## src/rtl/router_switch_alloc.sv

```systemverilog
// Switch allocator: per-output round-robin match of input head flits, locked until tail passes.
// Latency: allocation takes one cycle; transfers are combinational in the locked cycles after it.
// Backpressure: out_ready low or owner req low stalls the lock; the owner's FIFO is not read.

module router_switch_alloc_slice #(
  parameter int NPORT = 5,
  parameter int OW    = 3
) (
  input  logic             clk,
  input  logic             rst,
  input  logic [NPORT-1:0] cand_i,
  input  logic [NPORT-1:0] req_i,
  input  logic [NPORT-1:0] tail_i,
  input  logic             ready_i,
  output logic             locked_o,
  output logic [OW-1:0]    owner_o,
  output logic [NPORT-1:0] sel_o,
  output logic             valid_o,
  output logic [NPORT-1:0] gnt_o
);
  logic             lock_q, lock_d;
  logic [OW-1:0]    owner_q, owner_d;
  logic [OW-1:0]    ptr_q, ptr_d;
  logic [OW-1:0]    win;
  logic [OW-1:0]    idx;
  logic             found;
  logic             xfer;
  logic [NPORT-1:0] owner_oh;
  int               idx_i;

  // Round-robin search over candidates, starting just after the last winner
  always_comb begin
    found = 1'b0;
    win   = '0;
    idx   = '0;
    idx_i = 0;
    for (int k = 1; k <= NPORT; k++) begin
      idx_i = int'(ptr_q) + k;
      if (idx_i >= NPORT) idx_i = idx_i - NPORT;
      idx = OW'(idx_i);
      if (!found && cand_i[idx]) begin
        found = 1'b1;
        win   = idx;
      end
    end
  end

  // Crossbar select held for the whole lock; a flit moves only when owner and downstream agree
  always_comb begin
    owner_oh          = '0;
    owner_oh[owner_q] = 1'b1;
    xfer              = lock_q && req_i[owner_q] && ready_i;
    sel_o             = lock_q ? owner_oh : '0;
    valid_o           = xfer;
    gnt_o             = xfer ? owner_oh : '0;
  end

  // IDLE -> LOCKED on a winner; LOCKED -> IDLE after the tail flit, remembering the owner for fairness
  always_comb begin
    lock_d  = lock_q;
    owner_d = owner_q;
    ptr_d   = ptr_q;
    if (!lock_q) begin
      if (found) begin
        lock_d  = 1'b1;
        owner_d = win;
      end
    end else if (xfer && tail_i[owner_q]) begin
      lock_d = 1'b0;
      ptr_d  = owner_q;
    end
  end

  // State registers; reset pointer makes input 0 the first winner
  always_ff @(posedge clk or negedge rst) begin
    if (!rst) begin
      lock_q  <= 1'b0;
      owner_q <= '0;
      ptr_q   <= OW'(NPORT - 1);
    end else begin
      lock_q  <= lock_d;
      owner_q <= owner_d;
      ptr_q   <= ptr_d;
    end
  end

  assign locked_o = lock_q;
  assign owner_o  = owner_q;
endmodule

module router_switch_alloc #(
  parameter int NPORT = 5,
  parameter int DW    = 3
) (
  input  logic                   clk,
  input  logic                   rst,
  input  logic [NPORT-1:0]       req,
  input  logic [NPORT*DW-1:0]    dest,
  input  logic [NPORT-1:0]       tail,
  input  logic [NPORT-1:0]       out_ready,
  output logic [NPORT-1:0]       in_gnt,
  output logic [NPORT*NPORT-1:0] sel,
  output logic [NPORT-1:0]       out_valid
);
  localparam int OW = (NPORT > 1) ? $clog2(NPORT) : 1;

  logic [NPORT-1:0] busy;
  logic [NPORT-1:0] slice_locked;
  logic [OW-1:0]    slice_owner [NPORT];
  logic [NPORT-1:0] slice_gnt   [NPORT];

  // An input that already owns an output may not compete for another one
  always_comb begin
    busy = '0;
    for (int j = 0; j < NPORT; j++) begin
      if (slice_locked[j]) busy[slice_owner[j]] = 1'b1;
    end
  end

  // Each input can be granted by at most one output, so OR-merging the slice grants is safe
  always_comb begin
    in_gnt = '0;
    for (int j = 0; j < NPORT; j++) begin
      in_gnt = in_gnt | slice_gnt[j];
    end
  end

  for (genvar j = 0; j < NPORT; j++) begin : g_out
    logic [NPORT-1:0] cand;

    // Candidates for this output: requesting, free, and routed here (out-of-range dest never matches)
    always_comb begin
      cand = '0;
      for (int i = 0; i < NPORT; i++) begin
        cand[i] = req[i] && !busy[i] && (dest[DW*i +: DW] == DW'(j));
      end
    end

    router_switch_alloc_slice #(
      .NPORT (NPORT),
      .OW    (OW)
    ) u_slice (
      .clk      (clk),
      .rst      (rst),
      .cand_i   (cand),
      .req_i    (req),
      .tail_i   (tail),
      .ready_i  (out_ready[j]),
      .locked_o (slice_locked[j]),
      .owner_o  (slice_owner[j]),
      .sel_o    (sel[NPORT*j +: NPORT]),
      .valid_o  (out_valid[j]),
      .gnt_o    (slice_gnt[j])
    );
  end
endmodule

```

## config.mk

```make
export PLATFORM = sky130hd
export DESIGN_NAME = router_switch_alloc
export DESIGN_NICKNAME = d
export VERILOG_FILES = /design/src/rtl/router_switch_alloc.sv
export SDC_FILE = /design/constraint.sdc
export NUM_CORES = 1
export LEC_CHECK = 0
export ABC_AREA = 1
export BUFFER_PORTS_ARGS = -buffer_cell sky130_fd_sc_hd__buf_2
export CORE_MARGIN = 8
export CORE_UTILIZATION = 57
export CTS_BUF_LIST = sky130_fd_sc_hd__clkbuf_8
export DETAILED_ROUTE_END_ITERATION = 8
export PLACE_DENSITY = 0.86
export SLEW_MARGIN = 30
export SYNTH_ARGS = -nofsm -noshare
export SYNTH_HDL_FRONTEND = slang
export SYNTH_HIERARCHICAL = 1
export SYNTH_SLANG_ARGS = --single-unit
```

## constraint.sdc

```tcl
create_clock -name clk -period 2.5 [get_ports clk]
set_clock_uncertainty 0.1 [all_clocks]
set_input_delay 0.75 -clock clk [delete_from_list [all_inputs] [get_ports clk]]
set_output_delay 0.75 -clock clk [all_outputs]
set_load 0.005 [all_outputs]
```

## Word-level counts from Yosys, hierarchy flattened

Index checks and enable logic that the tools add are counted.

| word-level totals | value |
|---|---|
| register bits after elaboration | 35 |
| bits of input ports | 32 |
| output and inout port bits | 35 |
| word-level logic and storage cells | 452 |

| operators by class | value |
|---|---|
| add/sub/neg operators | 50 |
| magnitude comparators | 60 |
| equal/unequal tests | 20 |
| muxes and demuxes | 184 |
| bitwise operators | 13 |
| reductions and logical operators | 110 |

Operators with widths:

| kind | count |
|---|---|
| $mux W3 | 50 |
| $lt A3 B4 Y1 const B | 30 |
| $bmux W1 S3 | 35 |
| $ge A4 B3 Y1 const B | 25 |
| $mux W1 | 80 |
| $sub A3 B3 Y3 const B | 25 |
| $logic_and A1 B1 Y1 | 70 |
| $mux W5 | 14 |
| $add A3 B2 Y4 const B | 10 |
| $add A3 B3 Y4 const B | 10 |
| $or A5 B5 Y5 | 8 |
| $eq A3 B2 Y1 const B | 10 |
| $logic_not A1 Y1 | 25 |
| $add A3 B1 Y4 const B | 5 |
| $reduce_and A2 Y1 | 10 |
| $demux W1 S3 | 5 |
| $eq A3 B1 Y1 const B | 5 |
| $eq A3 B3 Y1 const B | 5 |
| $ge A3 B1 Y1 const B | 5 |
| $logic_not A3 Y1 | 5 |
| $not A1 Y1 | 5 |

## Logic depth before layout (Yosys ltp)

| logic depth | value |
|---|---|
| depth in word-level cells | 33 |
| mapped depth | 21 |
| gate-level depth less buffers | 21 |

## Modules after synthesis

The synthesis kept the hierarchy.

Modules (own cells, without submodules):

| module | instances | cells an instance | area each (um2) | seq. area each (um2) |
|---|---|---|---|---|
| router_switch_alloc_slice (g_out[0].u_slice ...) | 4 | 229 | 1350.0 | 176.4 |
| router_switch_alloc_slice (g_out[4].u_slice) | 1 | 247 | 1480.2 | 176.4 |
| router_switch_alloc | 1 | 171 | 730.7 | 0.0 |

## Least setup slack after synthesis

Ideal clock, no wire load.

| timing | value |
|---|---|
| path kind | flip-flop to flip-flop |
| start point | reg g_out[4].u_slice.ptr_q[0] |
| end point | reg g_out[4].u_slice.owner_q[0] |
| library setup time | 116 ps |
| arrival | 2404 ps |
| data required time | 2284 ps |
| setup slack | -121 ps |
| cell stages (with the launch flop) | 21 |
| path buffers | 0 |
| cell sequence | dfrtp_1 > inv_1 > ha_1 > inv_1 > fa_1 > inv_1 > nand2_2 > nand2_1 > nand2_1 > nand2_1 > nand3_1 > nand2_1 > nand2_1 > nand2_2 > inv_2 > nor2_4 > nand4_2 > nand2_4 > nor2_1 > nand2_1 > nand2_1 |

| between the ends | value |
|---|---|
| word-level cells in the longest chain between the ends | 19 |
| elaborated cells on any way between the ends | 49 |

RTL lines:

| element | line | source |
|---|---|---|
| start: declaration | 23 | `logic [OW-1:0] ptr_q, ptr_d;` |
| start signal: assignment | 79 | `ptr_q <= OW'(NPORT - 1);` |
| start signal: assignment | 83 | `ptr_q <= ptr_d;` |
| $add A3 B1 Y4 | 38 | `idx_i = int'(ptr_q) + k;` |
| $ge A4 B3 Y1 or $sub A3 B3 Y3 (tied branches) | 39 | `if (idx_i >= NPORT) idx_i = idx_i - NPORT;` |
| $mux W3 | 39 |  |
| $bmux W1 S3 | 41 | `if (!found && cand_i[idx]) begin` |
| $mux W1 (implied by the code) | 41 |  |
| $mux W1 | 41 |  |
| $logic_not A1 Y1 | 41 |  |
| $logic_and A1 B1 Y1 | 41 |  |
| (+3 left out) | - |  |
| $mux W1 | 41 |  |
| $logic_not A1 Y1 | 41 |  |
| $logic_and A1 B1 Y1 | 41 |  |
| $mux W1 | 41 |  |
| $logic_not A1 Y1 | 41 |  |
| $logic_and A1 B1 Y1 | 41 |  |
| $mux W1 | 41 |  |
| $reduce_and A2 Y1 (no source line) | - |  |
| end signal: assignment | 82 | `owner_q <= owner_d;` |
| end: declaration | 22 | `logic [OW-1:0] owner_q, owner_d;` |

Several ways; a longest one is shown, not always the timed one. The select of a mux whose other input is x is not followed.
A chain may end at the register's enable or synchronous reset.

## Worst setup path after layout

| timing | value |
|---|---|
| start point | reg g_out[2].u_slice.owner_q[1] |
| end point | reg g_out[4].u_slice.owner_q[1] |

| between the ends | value |
|---|---|
| word-level cells in the longest chain between the ends | 29 |
| elaborated cells on any way between the ends | 55 |

RTL lines:

| element | line | source |
|---|---|---|
| start: declaration | 22 |  |
| start signal: assignment | 82 |  |
| $lt A3 B4 Y1 (implied by the code) or $ge A3 B1 Y1 (tied branches) | 116 | `if (slice_locked[j]) busy[slice_owner[j]] = 1'b1;` |
| $logic_and A1 B1 Y1 (implied by the code) | 116 |  |
| $mux W1 (implied by the code) | 116 |  |
| $demux W1 S3 * | - |  |
| $or A5 B5 Y5 (no source line) * | - |  |
| $mux W5 * | 116 |  |
| $or A5 B5 Y5 (no source line) | - |  |
| $mux W5 * | 116 |  |
| (+5 left out) | - |  |
| via g_out[4].cand[2] | 129 | `logic [NPORT-1:0] cand;` |
| (+8 left out) | - |  |
| $mux W1 | 41 |  |
| $logic_not A1 Y1 | 41 |  |
| $logic_and A1 B1 Y1 | 41 |  |
| $mux W1 | 41 |  |
| $logic_not A1 Y1 | 41 |  |
| $logic_and A1 B1 Y1 | 41 |  |
| $mux W1 | 41 |  |
| $reduce_and A2 Y1 (no source line) | - |  |

Mark *: on every way through the listed nets, which the timed path passes. The rest lies on a longest branch. The select of a mux whose other input is x is not followed.

==> results.tsv <==
stage	metric	value	unit
status	status	finished, violations left	
status	failing checks	negative setup slack	
floorplanning	Die X	132	um
placement	post-detail-place hpwl	20100	um
synthesis	Simple-Gate Fraction of Synth Area	58.0	%
layout	ant diodes	0	
synthesis	most numerous cell in the Yosys netlist	nand2_1	
setup_path	CP max FO	6	
synthesis	largest family of logic cells by synthesized area	simple AND/OR/NAND/NOR gates	
job	max-cap violation count	0	
synthesis	Cells after Synth	1334	
floorplanning	die area	17300	um2
layout	area grow syn2layout	42.4	%
synthesis	Yosys top cell area share	18.7	%
detailed_routing	Vias	11100	
setup_path	Worst path max stage delay	0.51	ns
cts	# H-tree levels	2	
sta	Rel. slew slack	66.8	%
layout	fill count	786	
setup_path	Crit. End Element	flop	
layout	share of post-route cells with drive strength above 1	40.4	%
cts	clk_lat worst skew	0.33	ns
setup_path	worst setup path startpoint	g_out[2].u_slice/owner_o[1]	
synthesis	Netlist cell types	43	
sta	Pins Over Slew Limit	0	
floorplanning	IO Pins	67	
setup_path	WS Path Type	flop to flop	
synthesis	Compound-Gate Fraction of Synth Area	9.88	%
global_route	gr usage total	30.0	%
cts	clk sink count	35	
synthesis	xor/xnor cell area share of the yosys netlist	0.362	%
global_route	vias in the first global route	9795	
layout	fin nets	1683	
sta	setup violators final	30	
sta	min Tclk post-route	3.07	ns
sta	slew at the pin closest to its max-slew limit	0.492	ns
synthesis	#FFs+latches synth	35	
synthesis	Main synth FF type	dfrtp_1	
global_route	initial antenna violation count	0	
synthesis	Warnings, synthesis	6	
synthesis	number of flops mapped to enable cells by yosys	0	
setup_path	Worst path top cell family by delay	simple AND/OR/NAND/NOR gates	
setup_path	reg-to-reg critical path startpoint	g_out[2].u_slice/owner_o[1]	
synthesis	Post-Synthesis Net Count	1417	
detailed_routing	first drt pass iteration count	9	
detailed_routing	Avg WL per Cell	18.3	um
placement	Place WS	-0.329	ns
cts	root buffer cell	clkbuf_8	
setup_path	Cell Chain, Critical Path	buf_4 -> nand2_1 -> nor2_1 -> nand2_1 -> nand3_4 -> buf_4 -> nor3_2 -> buf_4 -> buf_4 -> nand3_1 -> nand3_1 -> nand2_1 -> nor2_1 -> nor2_2 -> nand4_4 -> nand2_4 -> nor2_1 -> nand2_2 -> nand2_2	
cts	clock buffer depth	2	
synthesis	Mapped Area	7610	um2
detailed_routing	Final ANT Viol Nets	0	
detailed_routing	Iter 0 DRT Violations	1837	
synthesis	Post-Synth Adder-Cell Area	8.88	%
floorplanning	die height	132	um
setup_path	crit start category	flop	
setup_path	Crit-path slowest cell	dfrtp_2	
sta	worst setup margin	-0.567	ns
detailed_routing	DRC Markers	0	
cts	TritonCTS clock tree	built	
synthesis	register area share after synthesis	11.6	%
detailed_routing	overall routed net length	32600	um
sta	fmax	326	MHz
sta	final count of hold timing violations	0	
synthesis	multiplexer share of the synthesized area	0	%
min_path	Hold Crit Class	input pin to async pin	
floorplanning	core area	13100	um2
sta	fin crit share	123	%
cts	Hold Buf Count CTS	0	
setup_path	Req. time, crit path	2.65	ns
synthesis	Area contributors post-synth	nand2_1, nand3_1, dfrtp_1	
cts	CTS Buf Count	5	
placement	PortBufs	66	
floorplanning	row cnt	42	
setup_path	crit path DAT	3.21	ns
global_route	first-pass GRT wire length	44900	um
placement	gpl congestion	1.04	
synthesis	Yosys top cell by area	nand2_1	
synthesis	FFs w/ async S/R, synth	100	%
sta	RSZ-0062 raised after global routing	yes	
floorplanning	initial core utilization	57.9	%
cts	Reg clk slew, reported paths	0.11	ns
setup_path	WP buf/inv	4	
global_route	largest net degree at the start of global routing	21	
global_route	gr ovfl total	0	
detailed_routing	Via density	6.24	
synthesis	most frequent cells after synthesis	nand2_1, nand3_1, inv_1	
setup_path	cell mode on critical path	buf_4	
synthesis	syn avg cell area	5.71	um2
## cells in the final DEF, fill, tap and decap left out, drive strengths merged
cell	instances
dfrtp	30
clkinv	3
nand4	63
inv	205
nor3	23
a21oi	19
or2	5
nor2	173
a221oi	4
ha	46
o21ai	51
clkinvlp	2
o221ai	4
o21bai	1
buf	266
a21boi	1
nand3b	7
o22ai	11
a22oi	1
a31oi	4
o2111ai	1
o211ai	16
dfstp	5
nand2	442
fa	5
nand3	207
clkbuf	5
xnor2	1
## kinds of logic after synthesis
kind of cell	count (synthesis)
AO/OA/AOI/OAI	113
XOR/XNOR	1
adder cells (fa/ha/maj)	51
buffers and inverters	214
flip-flops	35
AND/OR/NAND/NOR	920
## state kept, by name, summed over array words and instances, names as in the netlist
name	flops
g_out.u_slice/locked_o	5
g_out.u_slice/owner_o	15
g_out.u_slice/ptr_q	15
## through the flow
stage | std cells | utilization, % | cell area (um2) | hold slack (ns) | setup TNS, ns
finish | 1777 | 82.5 | 10800 | 0.176 | -10.17
floorplan | 1334 | - | 7650 | 0.354 | 0
detailed placement | 1720 | 70.6 | 9270 | 0.398 | -5.58
global route | 1777 | 82.5 | 10800 | 0.191 | -13.19
CTS | 1756 | 75.9 | 9970 | 0.192 | -1.53
global placement | 1720 | 70.6 | 9270 | 0.393 | -4.65
## final timing paths
kind	end	slack [ns]	cells past startpoint
min in group clk	g_out[2].u_slice/ptr_q[2]	0.45	2
setup / recovery	g_out[4].u_slice/owner_o[1]	-0.57	19
hold / removal	g_out[4].u_slice/ptr_q[1]	0.18	1
max in group asynchronous	g_out[2].u_slice/ptr_q[2]	1.46	2
setup reg to reg	g_out[4].u_slice/owner_o[1]	-0.57	19
hold reg to reg	g_out[2].u_slice/ptr_q[2]	0.45	2
## cell type report
class                   instances  area, um2  area share, %
well taps                     176        220           2.03
multi-input cells            1085       6830           63.0
inverters                     207        821           7.57
clock inverters                 3       20.0          0.185
repair buffers                266       1980           18.3
clock buffers                   5       68.8          0.635
flip-flops and latches         35        901           8.31
## timing repair
action | CTS | global route
setup buffers | 29 | 28
pin swaps | 38 | 81
resized for setup | 133 | 192
setup endpoints to repair | 30 | 30
## worst reg2reg max path, delay by kind of cell, from the launching register on
family / cells / cell delay (ns)
and+or+nand+nor: 15 / 1.78
buffers and inverters: 4 / 0.63
DFF: 1 / 0.51
## routing by layer
layer | track usage, % | part of all wire (%) | up-vias
met5 | 0 | 0 | -
li1 | - | - | 4922
met3 | 3.62 | 12 | 255
met1 | 37.1 | 37 | 4966
met4 | 14.0 | 6.7 | 0
met2 | 50.9 | 44 | 938
Power is left out: the tool's default activity adds up to more than one toggle a clock period on the data nets, which glitch-free logic cannot reach.
